[config.mk]
export PLATFORM = sky130hd
export DESIGN_NAME = color_matrix_pipe
export DESIGN_NICKNAME = d
export VERILOG_FILES = /design/src/rtl/cm_pkg.sv /design/src/rtl/cm_mac_row.sv /design/src/rtl/color_matrix_pipe.sv
export SDC_FILE = /design/constraint.sdc
export NUM_CORES = 2
export LEC_CHECK = 0
export BUFFER_PORTS_ARGS = -buffer_cell sky130_fd_sc_hd__buf_4
export CAP_MARGIN = 40
export CORE_MARGIN = 2
export CORE_UTILIZATION = 59
export DETAILED_ROUTE_END_ITERATION = 8
export PLACE_DENSITY = 0.79
export SETUP_SLACK_MARGIN = 0.15
export SYNTH_ARGS = -nofsm -noshare
export SYNTH_HDL_FRONTEND = slang
export SYNTH_SLANG_ARGS = --single-unit
[constraint.sdc]
create_clock -name hClk -period 4.5 [get_ports hClk]
set_input_delay 0.9 -clock hClk [delete_from_list [all_inputs] [get_ports hClk]]
set_output_delay 0.9 -clock hClk [all_outputs]
set_load 0.02 [all_outputs]
[src/rtl/cm_pkg.sv]
// Shared constants for the colour matrix pipeline: default widths, blend
// encodings, coefficient indices and the identity bank.
package cm_pkg;
    localparam int CM_CW     = 6;
    localparam int CM_COEF_W = 10;
    localparam int CM_FRAC   = 7;
    localparam int CM_NCOEF  = 9;

    localparam logic [1:0] BLEND_OFF = 2'd0;
    localparam logic [1:0] BLEND_25  = 2'd1;
    localparam logic [1:0] BLEND_50  = 2'd2;
    localparam logic [1:0] BLEND_75  = 2'd3;

    // Row-major: row = output channel, column = input channel (r,g,b).
    localparam int CM_RR = 0;
    localparam int CM_RG = 1;
    localparam int CM_RB = 2;
    localparam int CM_GR = 3;
    localparam int CM_GG = 4;
    localparam int CM_GB = 5;
    localparam int CM_BR = 6;
    localparam int CM_BG = 7;
    localparam int CM_BB = 8;

    function automatic int cm_ident(input int idx, input int frac);
        return (idx == CM_RR || idx == CM_GG || idx == CM_BB) ? (1 << frac) : 0;
    endfunction
endpackage

[src/rtl/cm_mac_row.sv]
// One output row of the colour matrix: three registered signed products,
// then a registered round / arithmetic-shift / clamp of their sum.
module cm_mac_row
    import cm_pkg::*;
#(
    parameter int CW     = CM_CW,
    parameter int COEF_W = CM_COEF_W,
    parameter int FRAC   = CM_FRAC
) (
    input  logic                   i_clk,
    input  logic                   i_rst_n,
    input  logic [2:0][COEF_W-1:0] i_coef,
    input  logic [2:0][CW-1:0]     i_ch,
    output logic [CW-1:0]          o_pix
);
    localparam int PW = COEF_W + CW + 1;
    localparam int SW = PW + 2;
    localparam logic signed [SW-1:0] RND = SW'(2 ** (FRAC - 1));

    logic [2:0][PW-1:0]   w_prod;
    logic [2:0][PW-1:0]   r_prod;
    logic signed [SW-1:0] w_sum;
    logic signed [SW-1:0] w_shr;
    logic [CW-1:0]        r_pix;

    always_comb begin
        for (int j = 0; j < 3; j++) begin
            w_prod[j] = PW'($signed(i_coef[j])) * PW'($signed({1'b0, i_ch[j]}));
        end
    end

    always_comb begin
        w_sum = RND;
        for (int j = 0; j < 3; j++) begin
            w_sum = w_sum + SW'($signed(r_prod[j]));
        end
        w_shr = w_sum >>> FRAC;
    end

    always_ff @(posedge i_clk or negedge i_rst_n) begin
        if (!i_rst_n) begin
            r_prod <= '0;
            r_pix  <= '0;
        end else begin
            r_prod <= w_prod;
            if (w_shr[SW-1])
                r_pix <= '0;
            else if (|w_shr[SW-2:CW])
                r_pix <= '1;
            else
                r_pix <= w_shr[CW-1:0];
        end
    end

    assign o_pix = r_pix;
endmodule

[src/rtl/color_matrix_pipe.sv]
// Previous-frame blend followed by a programmable 3x3 colour matrix; settings
// are double-buffered and committed on the vsync rising edge.
module color_matrix_pipe
    import cm_pkg::*;
#(
    parameter int CW     = CM_CW,
    parameter int COEF_W = CM_COEF_W,
    parameter int FRAC   = CM_FRAC
) (
    input  logic              hClk,
    input  logic              nRST,
    input  logic              hValid,
    input  logic              hHsync,
    input  logic              hVsync,
    input  logic [3*CW-1:0]   hColorPixel,
    input  logic [3*CW-1:0]   hPrevPixel,
    input  logic [1:0]        blendMode,
    input  logic              correctEnable,
    input  logic              cfgWe,
    input  logic [3:0]        cfgAddr,
    input  logic [COEF_W-1:0] cfgData,
    output logic              cfgPending,
    output logic              hValidOut,
    output logic              hHsyncOut,
    output logic              hVsyncOut,
    output logic [3*CW-1:0]   hColorPixelOut
);
    localparam int STAGES = 3;
    typedef logic [CM_NCOEF-1:0][COEF_W-1:0] bank_t;

    bank_t                        r_shadow, r_act, r_coef_s1;
    logic [1:0]                   r_act_mode;
    logic                         r_act_ce, r_vs_d, r_pend;
    logic [STAGES:1][2:0]         r_ctl_pipe;
    logic [STAGES:1]              r_ce_pipe;
    logic [STAGES:1][2:0][CW-1:0] r_bl_pipe;
    logic [2:0][CW-1:0]           w_cur, w_prev, w_bl, w_mac, w_out;
    logic                         w_commit, w_wr;

    function automatic logic [CW-1:0] blend(input logic [1:0] mode,
                                            input logic [CW-1:0] cur,
                                            input logic [CW-1:0] prev);
        logic [CW+1:0] c, p;
        c = {2'b00, cur};
        p = {2'b00, prev};
        case (mode)
            BLEND_25: return CW'((c + c + c + p) >> 2);
            BLEND_50: return CW'((c + p) >> 1);
            BLEND_75: return CW'((c + p + p + p) >> 2);
            default:  return cur;
        endcase
    endfunction

    assign w_cur    = hColorPixel;
    assign w_prev   = hPrevPixel;
    assign w_commit = hVsync & ~r_vs_d;
    assign w_wr     = cfgWe & (cfgAddr < 4'd9);

    always_comb begin
        for (int k = 0; k < 3; k++) begin
            w_bl[k] = blend(r_act_mode, w_cur[k], w_prev[k]);
        end
    end

    // Commit reads r_shadow before a same-cycle write lands, so that write stays pending.
    always_ff @(posedge hClk or negedge nRST) begin
        if (!nRST) begin
            for (int i = 0; i < CM_NCOEF; i++) begin
                r_shadow[i] <= COEF_W'(cm_ident(i, FRAC));
                r_act[i]    <= COEF_W'(cm_ident(i, FRAC));
            end
            r_act_mode <= BLEND_OFF;
            r_act_ce   <= 1'b0;
            r_pend     <= 1'b0;
            r_vs_d     <= 1'b0;
        end else begin
            if (w_commit) begin
                r_act      <= r_shadow;
                r_act_mode <= blendMode;
                r_act_ce   <= correctEnable;
            end
            if (w_wr)
                r_shadow[cfgAddr] <= cfgData;
            r_pend <= w_wr | (r_pend & ~w_commit);
            r_vs_d <= hVsync;
        end
    end

    // Coefficients and enable travel with the pixel so a commit never splits one.
    always_ff @(posedge hClk or negedge nRST) begin
        if (!nRST) begin
            r_ctl_pipe <= '0;
            r_ce_pipe  <= '0;
            r_bl_pipe  <= '0;
            r_coef_s1  <= '0;
        end else begin
            r_ctl_pipe <= {r_ctl_pipe[STAGES-1:1], {hVsync, hHsync, hValid}};
            r_ce_pipe  <= {r_ce_pipe[STAGES-1:1], r_act_ce};
            r_bl_pipe  <= {r_bl_pipe[STAGES-1:1], w_bl};
            r_coef_s1  <= r_act;
        end
    end

    for (genvar g = 0; g < 3; g++) begin : g_row
        cm_mac_row #(
            .CW     (CW),
            .COEF_W (COEF_W),
            .FRAC   (FRAC)
        ) u_row (
            .i_clk   (hClk),
            .i_rst_n (nRST),
            .i_coef  (r_coef_s1[3*g+2 -: 3]),
            .i_ch    (r_bl_pipe[1]),
            .o_pix   (w_mac[g])
        );
    end

    assign w_out          = r_ce_pipe[STAGES] ? w_mac : r_bl_pipe[STAGES];
    assign hColorPixelOut = w_out;
    assign {hVsyncOut, hHsyncOut, hValidOut} = r_ctl_pipe[STAGES];
    assign cfgPending     = r_pend;
endmodule

==> results by group <==
Outcome
  – Status: complete, but fails checks
  – Failing checks: negative setup slack

STA
  – Final hold vios: 0
  – Slew @ Worst Pin: 0.958 ns
  – Clock skew: between 0.02 and 0.03 ns
  – Setup ws final: -0.101 ns
  – Max Fclk: approximately 220 MHz
  – Post-layout min period: about 4.6 ns
  – Final Max Tran Viols: 0
  – Final setup viols: 3
  – RSZ-0062 raised after global routing: yes
  – Rel. slew slack: a little over a third
  – Final Cycle Share: 102%

Placed design
  – IO Port Bufs: 80
  – Placed Cells incl. Taps: approximately 5000
  – Placement Cell Area: about 46000 um2
  – RePlAce Congestion: about 0.86
  – Post-DP HPWL: between 60000 and 70000 um
  – Place WS: -0.0461 ns

Setup path
  – CP max-delay cell: fa_1
  – Worst EP arrival: about 5.2 ns
  – Largest stage delay, worst path: approximately 0.54 ns
  – CP Max Fanout: 8
  – Startpoint Class: flop
  – Flop2flop setup slack: -0.10 ns
  – Critical Path RT: a little over 5 ns
  – Cells on worst reg2reg path: 20
  – Crit. End Element: flop
  – Critical path class: flop to flop
  – Crit-path cells: buf_12 > and2_4 > fa_1 > inv_1 > fa_1 > inv_2 > fa_1 > inv_2 > fa_1 > inv_2 > ha_4 > inv_2 > o21bai_1 > a21oi_2 > inv_1 > a21oi_2 > o211ai_1 > nand2_1 > xnor2_1 > buf_4

Logic synthesis
  – Avg Synthesized Cell Area: 10.7 um2
  – Number of synthesized flops with an enable pin: 0
  – Syn. warnings: 0
  – #FFs+latches synth: just over 500
  – Adder and majority gate portion of the synthesized area: 34.6%
  – Post-synthesis simple-gate area fraction: a little over a tenth
  – Synth area leader: dfrtp_1
  – Xor/xnor cell area share of the yosys netlist: ~4.4%
  – Post-synthesis sequential area ratio: 30.0%
  – Yosys cell types: 60
  – Multiplexer share of the synthesized area: roughly 6.0%
  – Top-area cell type share of the netlist area: approximately 30%
  – Cell Area, Synth: roughly 43000 um2
  – Cells after synthesis: around 4000
  – Largest cells by area after synthesis: dfrtp_1, fa_1, ha_1
  – Ys flop type: dfrtp_1
  – Post-Syn Nets: roughly 5000
  – Main combinational cell family by area after synthesis: adder cells
  – Async SR Flop Fraction: between 90% and 100%
  – Post-synthesis compound-gate area fraction: a little over 6%

Clocking
  – Cts hold-fix bufs: 0
  – Clock Tree Buf Depth: 3
  – Clock slew at reported path FFs: roughly 0.070 ns
  – Clock sink count: approximately 510
  – CTS tree: done
  – Clock Tree Root: clkbuf_16
  – H-Tree Depth: 2
  – CTS buffer count: between 50 and 60
  – Clk_lat worst skew: 0.62 ns

Routing
  – DRC: 0
  – Via/cell ratio: approximately 5.4
  – Routed len/inst: roughly 18 um
  – DR iter-0 viols: about 1300
  – Via count: 28300
  – Pre-Repair DR Iteration Count: 7
  – Routed wire length: roughly 94000 um
  – ANT nets after route: 0

Die
  – Num ports: 81
  – Die Ht: about 270 um
  – Starting Density: around three fifths
  – Die width: around 270 um
  – Core area: 71500 um2
  – Num rows: a little under 100
  – Die area: 74500 um2

Min path
  – Hold path cells: 0
  – Worst Hold Class: flop to flop

Global route
  – GRT Resource Usage Total: about a quarter
  – Remaining Overflow, GRT: 0
  – Vias in the first global route: 30500
  – Largest net degree at the start of global routing: ~110
  – Antenna violations before repair: 3
  – First-pass GRT wire length: about 150000 um

Layout
  – Share of layout cells above drive strength 1: about a fifth
  – Filler instances: 4872
  – Non-Filler Instances: about 5300
  – Fin area: between 40000 and 50000 um2
  – Final #Nets: 5228
  – Layout area overhead: 15.7%

Run
  – Max-cap viol count: 0
## worst max-delay path, delay by kind of cell (launching register included)
kind | cells | cell delay, ns
AOI/OAI and AO/OA | 4 | 0.63
buffers and inverters | 8 | 0.63
DFF | 1 | 0.43
xor gates and xnor gates | 1 | 0.20
adders and majority gates | 5 | 2.37
and+or+nand+nor | 2 | 0.27
## logic make-up (layout without fill, tap and decap cells)
kind of cell             Yosys count  in the layout
AO/OA/AOI/OAI                    397            397
XOR/XNOR                         214            214
adder cells (fa/ha/maj)          906            906
buffers and inverters            943           1258
flip-flops                       511            511
multiplexers                     215            215
other                              0              2
AND/OR/NAND/NOR                  806            806
## cells in the mapped netlist (6+ instances only)
cell type and count:
a2111o_1 9, a2111oi_0 8, a21o_1 59, a21oi_1 153, a31o_2 15, a31oi_1 11
and2_1 459, and3_1 35, buf_1 6, clkbuf_1 77, dfrtp_1 505, dfstp_2 6
fa_1 459, ha_1 447, inv_1 860, mux2_2 202, mux4_2 12, nand2_1 132
nand3_1 34, nand3b_1 6, nor2_1 60, nor2b_1 8, nor3_1 40, nor4_1 9
o211ai_1 27, o21a_1 10, o21ai_0 37, o21bai_1 36, xnor2_1 178, xor2_1 36
## worst paths after layout
| path | from | endpoint |
|---|---|---|
| hold / removal | r_bl_pipe[24]$_DFF_PN0_ | r_bl_pipe[42]$_DFF_PN0_ |
| min in group asynchronous | nRST | r_act[46]$_DFFE_PN0P_ |
| max in group asynchronous | nRST | r_bl_pipe[25]$_DFF_PN0_ |
| setup / recovery | r_bl_pipe[3]$_DFF_PN0_ | g_row[2].u_row.r_prod[14]$_DFF_PN0_ |
| setup reg to reg | r_bl_pipe[3]$_DFF_PN0_ | g_row[2].u_row.r_prod[14]$_DFF_PN0_ |
| hold reg to reg | r_bl_pipe[24]$_DFF_PN0_ | r_bl_pipe[42]$_DFF_PN0_ |
## through the flow
| stage | hold WS, ns | util (%) | setup TNS [ns] |
|---|---|---|---|
| 2_1_floorplan | 0.331 | - | 0 |
| 3_5_place_dp | 0.335 | 63.8 | -0.130 |
| 4_1_cts | 0.347 | 67.3 | 0 |
| 5_1_grt | 0.356 | 69.0 | -2.69 |
| 6_report | 0.343 | 69.0 | -0.122 |
| 3_3_place_gp | 0.332 | 63.8 | 0 |
## flip-flops by register name, summed over array words and instances (netlist names)
register,count
cfgPending,1
g_row.u_row.o_pix,18
g_row.u_row.r_prod,153
hHsyncOut,1
hValidOut,1
hVsyncOut,1
r_act,90
r_act_ce,1
r_act_mode,2
r_bl_pipe,54
r_ce_pipe,3
r_coef_s1,90
r_ctl_pipe,6
r_shadow,90
## cell type report
type | count | area (um2) | area share [%]
Multi-Input combinational cell | 2538 | 27600 | 55.9
Sequential cell | 511 | 12800 | 25.9
Inverter | 860 | 3240 | 6.56
Timing Repair Buffer | 299 | 2650 | 5.37
Clock buffer | 75 | 1570 | 3.18
Tap cell | 950 | 1190 | 2.41
Clock inverter | 24 | 320 | 0.649
Antenna cell | 2 | 5.00 | 0.0101
## what timing repair did
action / 4_1_cts / 5_1_grt
endpoints found under the setup margin: 31 / 49
buffers inserted: 18 / 29
pin swaps: 46 / 132
gates cloned: 1 / 4
gates resized for setup: 79 / 225
## routing by layer
layer | vias up | wire, um | GRT usage (%)
met5 | - | 18 | 0
met4 | 2 | 4540 | 10.2
met3 | 211 | 3890 | 3.29
met2 | 594 | 48200 | 45.6
met1 | 14400 | 37700 | 32.1
li1 | 13100 | - | -
## cells in the final DEF (no fill, tap or decap), drive strengths merged, types with 7 or more instances in the layout
master / synthesis / final
buf: 6 / 294
mux4: 12 / 12
a21oi: 154 / 154
o21bai: 36 / 36
dfrtp: 505 / 505
o211ai: 27 / 27
o21a: 10 / 10
a31oi: 11 / 11
clkinvlp: 0 / 10
nor4: 9 / 9
nor2b: 8 / 8
o21ai: 38 / 38
a2111oi: 8 / 8
and2: 459 / 459
mux2: 202 / 202
clkinv: 0 / 7
a31o: 16 / 16
xor2: 36 / 36
clkbuf: 77 / 79
and3: 35 / 35
inv: 860 / 861
fa: 459 / 459
xnor2: 178 / 178
a2111o: 9 / 9
a21o: 59 / 59
nand2: 132 / 132
nor2: 60 / 60
nand3: 34 / 34
ha: 447 / 447
nor3: 41 / 41
Power is not shown: default switching activity piles up to over one toggle a cycle in this logic, so the estimate is an artifact.
